===== src/rtl/data_mux_pkg.sv =====
// data_mux_pkg: shared write-state enum and sizing constants for data_mux_seq
package data_mux_pkg;
  typedef enum logic [1:0] {IDLE, SETUP, DRIVE, HOLD} wr_state_e;
  localparam int CNT_W = 4;
  localparam int DEF_WIDTH = 8;
  localparam int DEF_NSRC = 2;
endpackage


===== src/rtl/ext_write_fsm.sv =====
// ext_write_fsm: external-bus write sequencer (setup, drive, hold, acknowledge)
module ext_write_fsm
  import data_mux_pkg::*;
#(
  parameter int WIDTH = DEF_WIDTH,
  parameter int HOLD_CYCLES = 1
) (
  input  logic             clk,
  input  logic             rst,
  input  logic             test1,
  input  logic             wr_req,
  input  logic [WIDTH-1:0] dl,
  output logic [WIDTH-1:0] ext_out,
  output logic             ext_oe,
  output logic             wr_ack,
  output logic             idle
);
  wr_state_e state_q, state_d;
  logic [CNT_W-1:0] cnt_q, cnt_d;
  logic [WIDTH-1:0] ext_out_q, ext_out_d;

  always_ff @(posedge clk) begin
    if (rst) begin
      state_q   <= IDLE;
      cnt_q     <= '0;
      ext_out_q <= '0;
    end else begin
      state_q   <= state_d;
      cnt_q     <= cnt_d;
      ext_out_q <= ext_out_d;
    end
  end

  always_comb begin
    state_d   = state_q;
    cnt_d     = cnt_q;
    ext_out_d = ext_out_q;
    unique case (state_q)
      IDLE: if (wr_req && !test1) begin
        state_d   = SETUP;
        ext_out_d = dl;
      end
      SETUP: state_d = DRIVE;
      DRIVE: begin
        state_d = HOLD;
        cnt_d   = CNT_W'(HOLD_CYCLES - 1);
      end
      HOLD: begin
        state_d = (cnt_q == '0) ? IDLE : HOLD;
        cnt_d   = (cnt_q == '0) ? cnt_q : cnt_q - 1'b1;
      end
      default: state_d = IDLE;
    endcase
    // Test1 disconnects the pads, so any write in flight is abandoned
    if (test1 && state_q != IDLE) begin
      state_d = IDLE;
      cnt_d   = '0;
    end
  end

  always_comb begin
    ext_out = ext_out_q;
    ext_oe  = (state_q == DRIVE) || (state_q == HOLD);
    wr_ack  = (state_q == HOLD) && (cnt_q == '0) && !test1;
    idle    = (state_q == IDLE);
  end
endmodule


===== src/rtl/data_mux_seq.sv =====
// data_mux_seq: wired-AND internal data bus with keeper, read latch and external write sequencer
module data_mux_seq
  import data_mux_pkg::*;
#(
  parameter int WIDTH = DEF_WIDTH,
  parameter int NSRC = DEF_NSRC,
  parameter int HOLD_CYCLES = 1
) (
  input  logic                  CLK,
  input  logic                  RESET,
  input  logic                  Test1,
  input  logic                  Precharge,
  input  logic [NSRC*WIDTH-1:0] SrcData,
  input  logic [NSRC-1:0]       SrcOE,
  input  logic                  ExtToDL,
  input  logic [WIDTH-1:0]      ExtIn,
  output logic [WIDTH-1:0]      ExtOut,
  output logic                  ExtOE,
  input  logic                  WrReq,
  output logic                  WrAck,
  input  logic                  RdReq,
  output logic                  RdValid,
  output logic [WIDTH-1:0]      DL,
  output logic                  Conflict
);
  logic [WIDTH-1:0] dl_q, dl_d, rd_q, rd_d, and_v, or_v;
  logic conflict_q, conflict_d, rd_valid_q, rd_fire, any_v, multi_v, ext_act, idle;

  ext_write_fsm #(.WIDTH(WIDTH), .HOLD_CYCLES(HOLD_CYCLES)) u_wr (
    .clk(CLK), .rst(RESET), .test1(Test1), .wr_req(WrReq), .dl(dl_q),
    .ext_out(ExtOut), .ext_oe(ExtOE), .wr_ack(WrAck), .idle(idle)
  );

  always_comb begin
    and_v   = '1;
    or_v    = '0;
    any_v   = 1'b0;
    multi_v = 1'b0;
    for (int k = 0; k < NSRC; k++)
      if (SrcOE[k]) begin
        multi_v = multi_v | any_v;
        any_v   = 1'b1;
        and_v   = and_v & SrcData[k*WIDTH +: WIDTH];
        or_v    = or_v | SrcData[k*WIDTH +: WIDTH];
      end
    ext_act = ExtToDL && !Test1;
    if (ext_act) begin
      multi_v = multi_v | any_v;
      any_v   = 1'b1;
      and_v   = and_v & rd_q;
      or_v    = or_v | rd_q;
    end
    dl_d       = Precharge ? '1 : any_v ? and_v : dl_q;
    conflict_d = !Precharge && multi_v && (or_v != and_v);
    rd_fire    = RdReq && !Test1 && idle && !WrReq;
    rd_d       = rd_fire ? ExtIn : rd_q;
  end

  always_ff @(posedge CLK) begin
    if (RESET) begin
      dl_q       <= '1;
      rd_q       <= '1;
      conflict_q <= 1'b0;
      rd_valid_q <= 1'b0;
    end else begin
      dl_q       <= dl_d;
      rd_q       <= rd_d;
      conflict_q <= conflict_d;
      rd_valid_q <= rd_fire;
    end
  end

  assign DL       = dl_q;
  assign Conflict = conflict_q;
  assign RdValid  = rd_valid_q;
endmodule


===== config.mk =====
export PLATFORM = sky130hd
export DESIGN_NAME = data_mux_seq
export DESIGN_NICKNAME = d
export VERILOG_FILES = /design/src/rtl/data_mux_pkg.sv /design/src/rtl/ext_write_fsm.sv /design/src/rtl/data_mux_seq.sv
export SDC_FILE = /design/constraint.sdc
export NUM_CORES = 1
export LEC_CHECK = 0
export CAP_MARGIN = 10
export CORE_MARGIN = 5
export CORE_UTILIZATION = 45
export CTS_BUF_LIST = sky130_fd_sc_hd__clkbuf_16
export CTS_CLUSTER_SIZE = 25
export DETAILED_ROUTE_END_ITERATION = 6
export PLACE_DENSITY = 0.77
export SLEW_MARGIN = 20
export SYNTH_ARGS = -nofsm -noshare
export SYNTH_HDL_FRONTEND = slang
export SYNTH_SLANG_ARGS = --single-unit

===== constraint.sdc =====
create_clock -name CLK -period 1.8 [get_ports CLK]
set_input_delay 0.36 -clock CLK [delete_from_list [all_inputs] [get_ports CLK]]
set_output_delay 0.36 -clock CLK [all_outputs]
set_load 0.01 [all_outputs]

After elaboration in Yosys (flattened, before gate mapping)
Index checks and enable logic that the tools add are counted.

operators by class
  add/subtract/negate cells = 1
  equal/unequal tests = 6
  muxes and demuxes = 16
  bitwise operators = 5
  reduce and logical (&&, ||, !) cells = 22

operator list
  operator                                              number
  two-way mux 8 bit                                     6
  AND 8 bit                                             2
  OR 8 bit                                              2
  logical AND 1 bit                                     10
  != test 8 bit                                         1
  case mux 2 bit (4 select lines)                       1
  case mux 4 bit (2 select lines)                       1
  two-way mux 1 bit                                     5
  equality test 2 bit (second input constant)           2
  zero test 4 bit                                       1
  two-way mux 2 bit                                     2
  two-way mux 4 bit                                     1
  AND reduction 2 bit                                   2
  nonzero test 2 bit                                    2
  OR reduction 2 bit                                    2
  subtractor 4 x 1 -> 4 bit (second input constant)     1
  zero test 1 bit                                       3
  equality test 2 x 1 -> 1 bit (second input constant)  1
  zero test 2 bit                                       1
  != test 2 x 1 -> 1 bit (second input constant)        1
  != test 2 bit (second input constant)                 1
  logical OR 1 bit                                      1
  OR 1 bit                                              1

storage, ports and cells
  flip-flop bits (word level) = 32
  input bits = 33
  output and inout bits = 20
  logic and storage cells = 57

Logic depth before layout (Yosys ltp)
  depth in word-level cells = 7
  gate-level depth with buffers = 8
  depth with buffers taken out = 7

Cells and area by module
From an unflattened synthesis, not the netlist that was laid out.

second synthesis, totals
  cells, all modules = 188
  area, all modules = 1680.4 um2

by module, submodules not included
  module         times used  cells an instance  area an instance (um2)  sequential area each (um2)
  data_mux_seq   1           112                1044.8                  360.3
  ext_write_fsm  1           76                 635.6                   280.3

Worst setup path after synthesis
Ideal clock, no wire load.

  kind = register to output
  from = reg u_wr.cnt_q[0]
  to = out WrAck
  arrival time = 1449 ps
  setup slack = -9 ps
  cell stages (with the launch flop) = 6
  path through = dfxtp_1 -> inv_1 -> ha_1 -> or3b_2 -> clkbuf_1 -> nor3_1

on the way
  cells in the longest elaborated chain, start to end = 3

RTL lines
  what                            line                 text
  start, declared                 ext_write_fsm.sv:19  logic [CNT_W-1:0] cnt_q, cnt_d;
  start signal, assigned          ext_write_fsm.sv:29  cnt_q <= cnt_d;
  zero test 4 bit                 ext_write_fsm.sv:64  wr_ack = (state_q == HOLD) && (cnt_q == '0) && !test1;
  logical AND 1 bit (2 in a row)  ext_write_fsm.sv:64
  end, declared                   data_mux_seq.sv:20   output logic WrAck,

No other way between the ends.

Worst setup path in the final report
Ends and elaborated chain as after synthesis.

==> impl_results.html <==
<table>
<tr><th>Metric</th><th>Value</th></tr>
<tr><th colspan="2">Final layout</th></tr>
<tr><td>Synthesis-to-layout area growth</td><td>59.65%</td></tr>
<tr><td>Post-route cell area</td><td>2599 sq um</td></tr>
<tr><td>Antenna fix cells</td><td>0</td></tr>
<tr><td>Multi-input gate area</td><td>924.6 sq um</td></tr>
<tr><td>Sequential cell area</td><td>641.9 sq um</td></tr>
<tr><td>Layout cells sized above 1</td><td>0.2000</td></tr>
<tr><td>Number of fill cells in the layout</td><td>279</td></tr>
<tr><td>Total Nets Final</td><td>318</td></tr>
<tr><th colspan="2">Logic synthesis</th></tr>
<tr><td>Synthesized area</td><td>1628 sq um</td></tr>
<tr><td>Mapped Cells</td><td>199</td></tr>
<tr><td>Avg Inst Size Synth</td><td>8.180 sq um</td></tr>
<tr><td>Leading register cell type out of synthesis</td><td>sky130_fd_sc_hd__dfxtp_1</td></tr>
<tr><td>Most area-hungry cell type in the Yosys netlist</td><td>sky130_fd_sc_hd__dfxtp_1</td></tr>
<tr><td>Async S/R FF share, synth</td><td>0</td></tr>
<tr><td>Cells taking the most area after synthesis</td><td>sky130_fd_sc_hd__dfxtp_1 (39%), sky130_fd_sc_hd__nand2_1 (9.2%), sky130_fd_sc_hd__o221ai_1 (4.3%)</td></tr>
<tr><td>Number of warnings issued by yosys</td><td>0</td></tr>
<tr><td>#FFs+latches synth</td><td>32</td></tr>
<tr><td>Post-synth EDFFs</td><td>0</td></tr>
<tr><td>Top-area cell type share of the netlist area</td><td>0.3935</td></tr>
<tr><td>Post-synth net total</td><td>233</td></tr>
<tr><td>Sequential element share of the synthesized area</td><td>0.3935</td></tr>
<tr><td>Count of distinct cell types in the synthesized netlist</td><td>38</td></tr>
<tr><th colspan="2">Route</th></tr>
<tr><td>Count of vias placed by the detailed router</td><td>1763</td></tr>
<tr><td>Number of design-rule violations left by the first detailed-router iteration</td><td>104</td></tr>
<tr><td>Vias per cell</td><td>5.326</td></tr>
<tr><td>TritonRoute pass-1 iters</td><td>4</td></tr>
<tr><td>Total Wirelength</td><td>4.685 mm</td></tr>
<tr><td>DR WL/cell</td><td>14.15 um</td></tr>
<tr><td>Number of remaining DRC errors</td><td>0</td></tr>
<tr><td>Antenna violation net count after detailed routing</td><td>0</td></tr>
<tr><th colspan="2">Clocking</th></tr>
<tr><td>H-tree level count</td><td>2</td></tr>
<tr><td>Hold buffer count at CTS</td><td>0</td></tr>
<tr><td>Clock latency on the worst-skew pair</td><td>280 ps</td></tr>
<tr><td>Post-CTS setup buffers</td><td>0</td></tr>
<tr><td>Cell chosen for the clock root</td><td>sky130_fd_sc_hd__clkbuf_16</td></tr>
<tr><td>Clock tree buffer depth</td><td>2</td></tr>
<tr><td>Clock sink count</td><td>32</td></tr>
<tr><td>Clock input transition at the sequential cells of the worst setup and hold paths</td><td>50 ps</td></tr>
<tr><td>Clock tree from TritonCTS</td><td>built</td></tr>
<tr><td>Number of buffers created by CTS</td><td>5</td></tr>
<tr><th colspan="2">Worst setup path</th></tr>
<tr><td>Maximum net fanout on the critical path</td><td>2</td></tr>
<tr><td>Signal arrival time at the worst endpoint</td><td>1430 ps</td></tr>
<tr><td>Delay of the slowest critical-path stage</td><td>390 ps</td></tr>
<tr><td>Startpoint type of the worst setup path</td><td>register</td></tr>
<tr><td>Master of the slowest instance on the critical path</td><td>sky130_fd_sc_hd__or3b_4</td></tr>
<tr><td>Category of the critical setup timing path</td><td>reg2out</td></tr>
<tr><td>Type of element capturing the critical path</td><td>output port</td></tr>
<tr><td>Buffering stage count on the worst path with inverters included</td><td>2</td></tr>
<tr><td>Req. time, crit path</td><td>1440 ps</td></tr>
<tr><td>CP cell instances</td><td>inv_2, ha_4, or3b_4, nor3_2, buf_2</td></tr>
<tr><td>Cell family with the largest share of critical-path delay</td><td>simple AND/OR/NAND/NOR gates</td></tr>
<tr><th colspan="2">Floorplan</th></tr>
<tr><td>Core Area</td><td>3416 sq um</td></tr>
<tr><td>Die outline width</td><td>70.15 um</td></tr>
<tr><td>Vertical extent of the die</td><td>70.15 um</td></tr>
<tr><td>Num rows</td><td>21</td></tr>
<tr><td>Starting density of the core</td><td>0.4766</td></tr>
<tr><td>Full die area</td><td>4920 sq um</td></tr>
<tr><td>I/O pins</td><td>53</td></tr>
<tr><th colspan="2">Timing</th></tr>
<tr><td>Setup violations, final</td><td>0</td></tr>
<tr><td>Unrepaired setup endpoints after global routing</td><td>yes</td></tr>
<tr><td>Highest attainable clock frequency</td><td>0.5577 GHz</td></tr>
<tr><td>Tmin final</td><td>1793 ps</td></tr>
<tr><td>Final Hold Fails</td><td>0</td></tr>
<tr><td>Setup clock skew after layout</td><td>4.213 ps</td></tr>
<tr><td>Worst relative slew slack</td><td>0.7899</td></tr>
<tr><td>Post-route fraction of the period consumed by the critical path</td><td>0.9961</td></tr>
<tr><td>Measured slew at the worst slew-check pin</td><td>315.1 ps</td></tr>
<tr><td>Final Max Tran Viols</td><td>0</td></tr>
<tr><th colspan="2">Placement</th></tr>
<tr><td>Dpl cell area</td><td>2437 sq um</td></tr>
<tr><td>DP HPWL</td><td>3.597 mm</td></tr>
<tr><td>Number of buffer cells added on primary ports</td><td>52</td></tr>
<tr><td>Routability cong.</td><td>0.9797</td></tr>
<tr><th colspan="2">Hold path</th></tr>
<tr><td>Class of the most critical hold timing path</td><td>reg2reg</td></tr>
<tr><th colspan="2">Global routing</th></tr>
<tr><td>Global-route wire length before repair</td><td>7.679 mm</td></tr>
<tr><td>Overall track demand over capacity in global routing</td><td>0.1927</td></tr>
<tr><td>Initial antenna violation count</td><td>0</td></tr>
<tr><td>Via count of the first global-routing pass</td><td>1688</td></tr>
<tr><td>Total overflow reported by the global router</td><td>0</td></tr>
<tr><td>Largest net degree at the start of global routing</td><td>12</td></tr>
<tr><th colspan="2">Pwr</th></tr>
<tr><td>Leak pwr</td><td>1.086 nW</td></tr>
<tr><td>Cell area power density</td><td>771.4 nW/um^2</td></tr>
<tr><td>Total design power</td><td>2.005 mW</td></tr>
<tr><td>Worst IR drop on VDD</td><td>0.0005670 V</td></tr>
<tr><th colspan="2">Run status</th></tr>
<tr><td>Status</td><td>finished clean</td></tr>
<tr><th colspan="2">Run</th></tr>
<tr><td>Count of max-cap constraint violations</td><td>0</td></tr>
</table>
[through the flow]
stage,TNS [ps],std cells,hold slack [ps],worst slack [ps],util
after floorplan,0,199,473.0,65.30,-
after detailed placement,-1453,323,447.5,-355.4,0.7136
after global placement,-1293,323,443.2,-320.7,0.7136
after global routing,-78.96,331,490.0,-78.96,0.7608
final,0,331,454.1,6.983,0.7608
after CTS,0,331,455.2,10.34,0.7582
[flip-flops by register name, summed over array words and instances (netlist names)]
signal	flops
RdValid	1
u_wr.state_q	2
u_wr.ext_out	8
DL	8
Conflict	1
u_wr.cnt_q	4
rd_q	8
[worst reg2reg max path: stages (launching register included)]
cell,delay (ps)
sky130_fd_sc_hd__dfxtp_2,320
sky130_fd_sc_hd__inv_2,70
sky130_fd_sc_hd__ha_4,130
sky130_fd_sc_hd__or3b_4,390
sky130_fd_sc_hd__buf_4,170
sky130_fd_sc_hd__nand2_1,80
sky130_fd_sc_hd__o22ai_1,80
sky130_fd_sc_hd__a2bb2oi_1,150
sky130_fd_sc_hd__nor2_1,50
[synth_stat cells (all sizes together), types with 4 or more instances]
master / number
inv: 6
clkbuf: 8
nor3: 4
o221ai: 8
o21ai: 6
nand3b: 9
a21oi: 9
xor2: 8
nand2: 40
buf: 5
a221o: 4
dfxtp: 32
nor2: 18
o22a: 4
[power by group]
part / switching (mW) / internal (mW) / leakage (nW) / total (mW)
Combinational: 0.175 / 0.230 / 0.750 / 0.405
Clock: 0.309 / 0.508 / 0.0736 / 0.818
Sequential: 0.0329 / 0.749 / 0.263 / 0.782
[path summary, 6_finish.rpt]
check | slack, ps | cells past startpoint | startpoint | to
worst max-delay path | 7 | 5 | u_wr.cnt_q[0] | WrAck
worst min-delay path | 450 | 2 | u_wr.ext_out[2] | u_wr.ext_out[2]
worst max register to register | 250 | 8 | u_wr.cnt_q[0] | u_wr.cnt_q[1]
worst min register to register | 450 | 2 | u_wr.ext_out[2] | u_wr.ext_out[2]
[layer usage]
layer  up-vias  global-route usage  share of wire  wire length (um)
met5         -                   0              0                 0
li1        897                   -              -                 -
met3         6             0.06456          0.067               313
met4         0             0.04681          0.010                49
met1       807              0.2417           0.46              2172
met2        53              0.3179           0.46              2150
[layout by cell type (no fill, tap or decap), types with 3 or more instances in the layout]
cell | netlist | final
sky130_fd_sc_hd__a21oi_1 | 9 | 9
sky130_fd_sc_hd__a221o_1 | 4 | 4
sky130_fd_sc_hd__a2bb2oi_1 | 3 | 3
sky130_fd_sc_hd__a31oi_1 | 3 | 3
sky130_fd_sc_hd__buf_4 | 0 | 39
sky130_fd_sc_hd__clkbuf_16 | 0 | 5
sky130_fd_sc_hd__clkdlybuf4s50_1 | 0 | 48
sky130_fd_sc_hd__dfxtp_1 | 32 | 31
sky130_fd_sc_hd__inv_1 | 6 | 3
sky130_fd_sc_hd__inv_2 | 0 | 3
sky130_fd_sc_hd__nand2_1 | 40 | 40
sky130_fd_sc_hd__nand2b_1 | 3 | 3
sky130_fd_sc_hd__nand3b_1 | 9 | 9
sky130_fd_sc_hd__nor2_1 | 18 | 18
sky130_fd_sc_hd__nor3_1 | 4 | 3
sky130_fd_sc_hd__o21ai_0 | 6 | 6
sky130_fd_sc_hd__o221ai_1 | 8 | 8
sky130_fd_sc_hd__o22a_1 | 4 | 4
sky130_fd_sc_hd__o22ai_1 | 3 | 3
sky130_fd_sc_hd__or2b_1 | 3 | 3
sky130_fd_sc_hd__xor2_1 | 8 | 8
[cell families (layout without fill, tap and decap cells)]
logic type,count (synthesis),after routing,share of synthesized area
AOI/OAI and AO/OA,55,55,0.2560
xor gates and xnor gates,8,8,0.04305
adders and majority gates,1,1,0.007685
buffers and inverters,19,105,0.05457
DFF,32,32,0.3935
muxes,1,1,0.006149
and+or+nand+nor,83,83,0.2390
[cell type report]
| cell class | instances | share of cell area |
|---|---|---|
| Timing Repair Buffer | 91 | 0.3110 |
| Multi-Input combinational cell | 148 | 0.3558 |
| Clock buffer | 5 | 0.04815 |
| Tap cell | 46 | 0.02215 |
| Sequential cell | 32 | 0.2470 |
| Inverter | 6 | 0.008666 |
| Clock inverter | 3 | 0.007222 |
[timing repair]
item                                    CTS  global route
pin swaps                                 1             1
gates cloned                              0             0
gates resized for setup                  13             2
endpoints found under the setup margin    2             2
No activity file was read; power rests on OpenSTA's default activity.
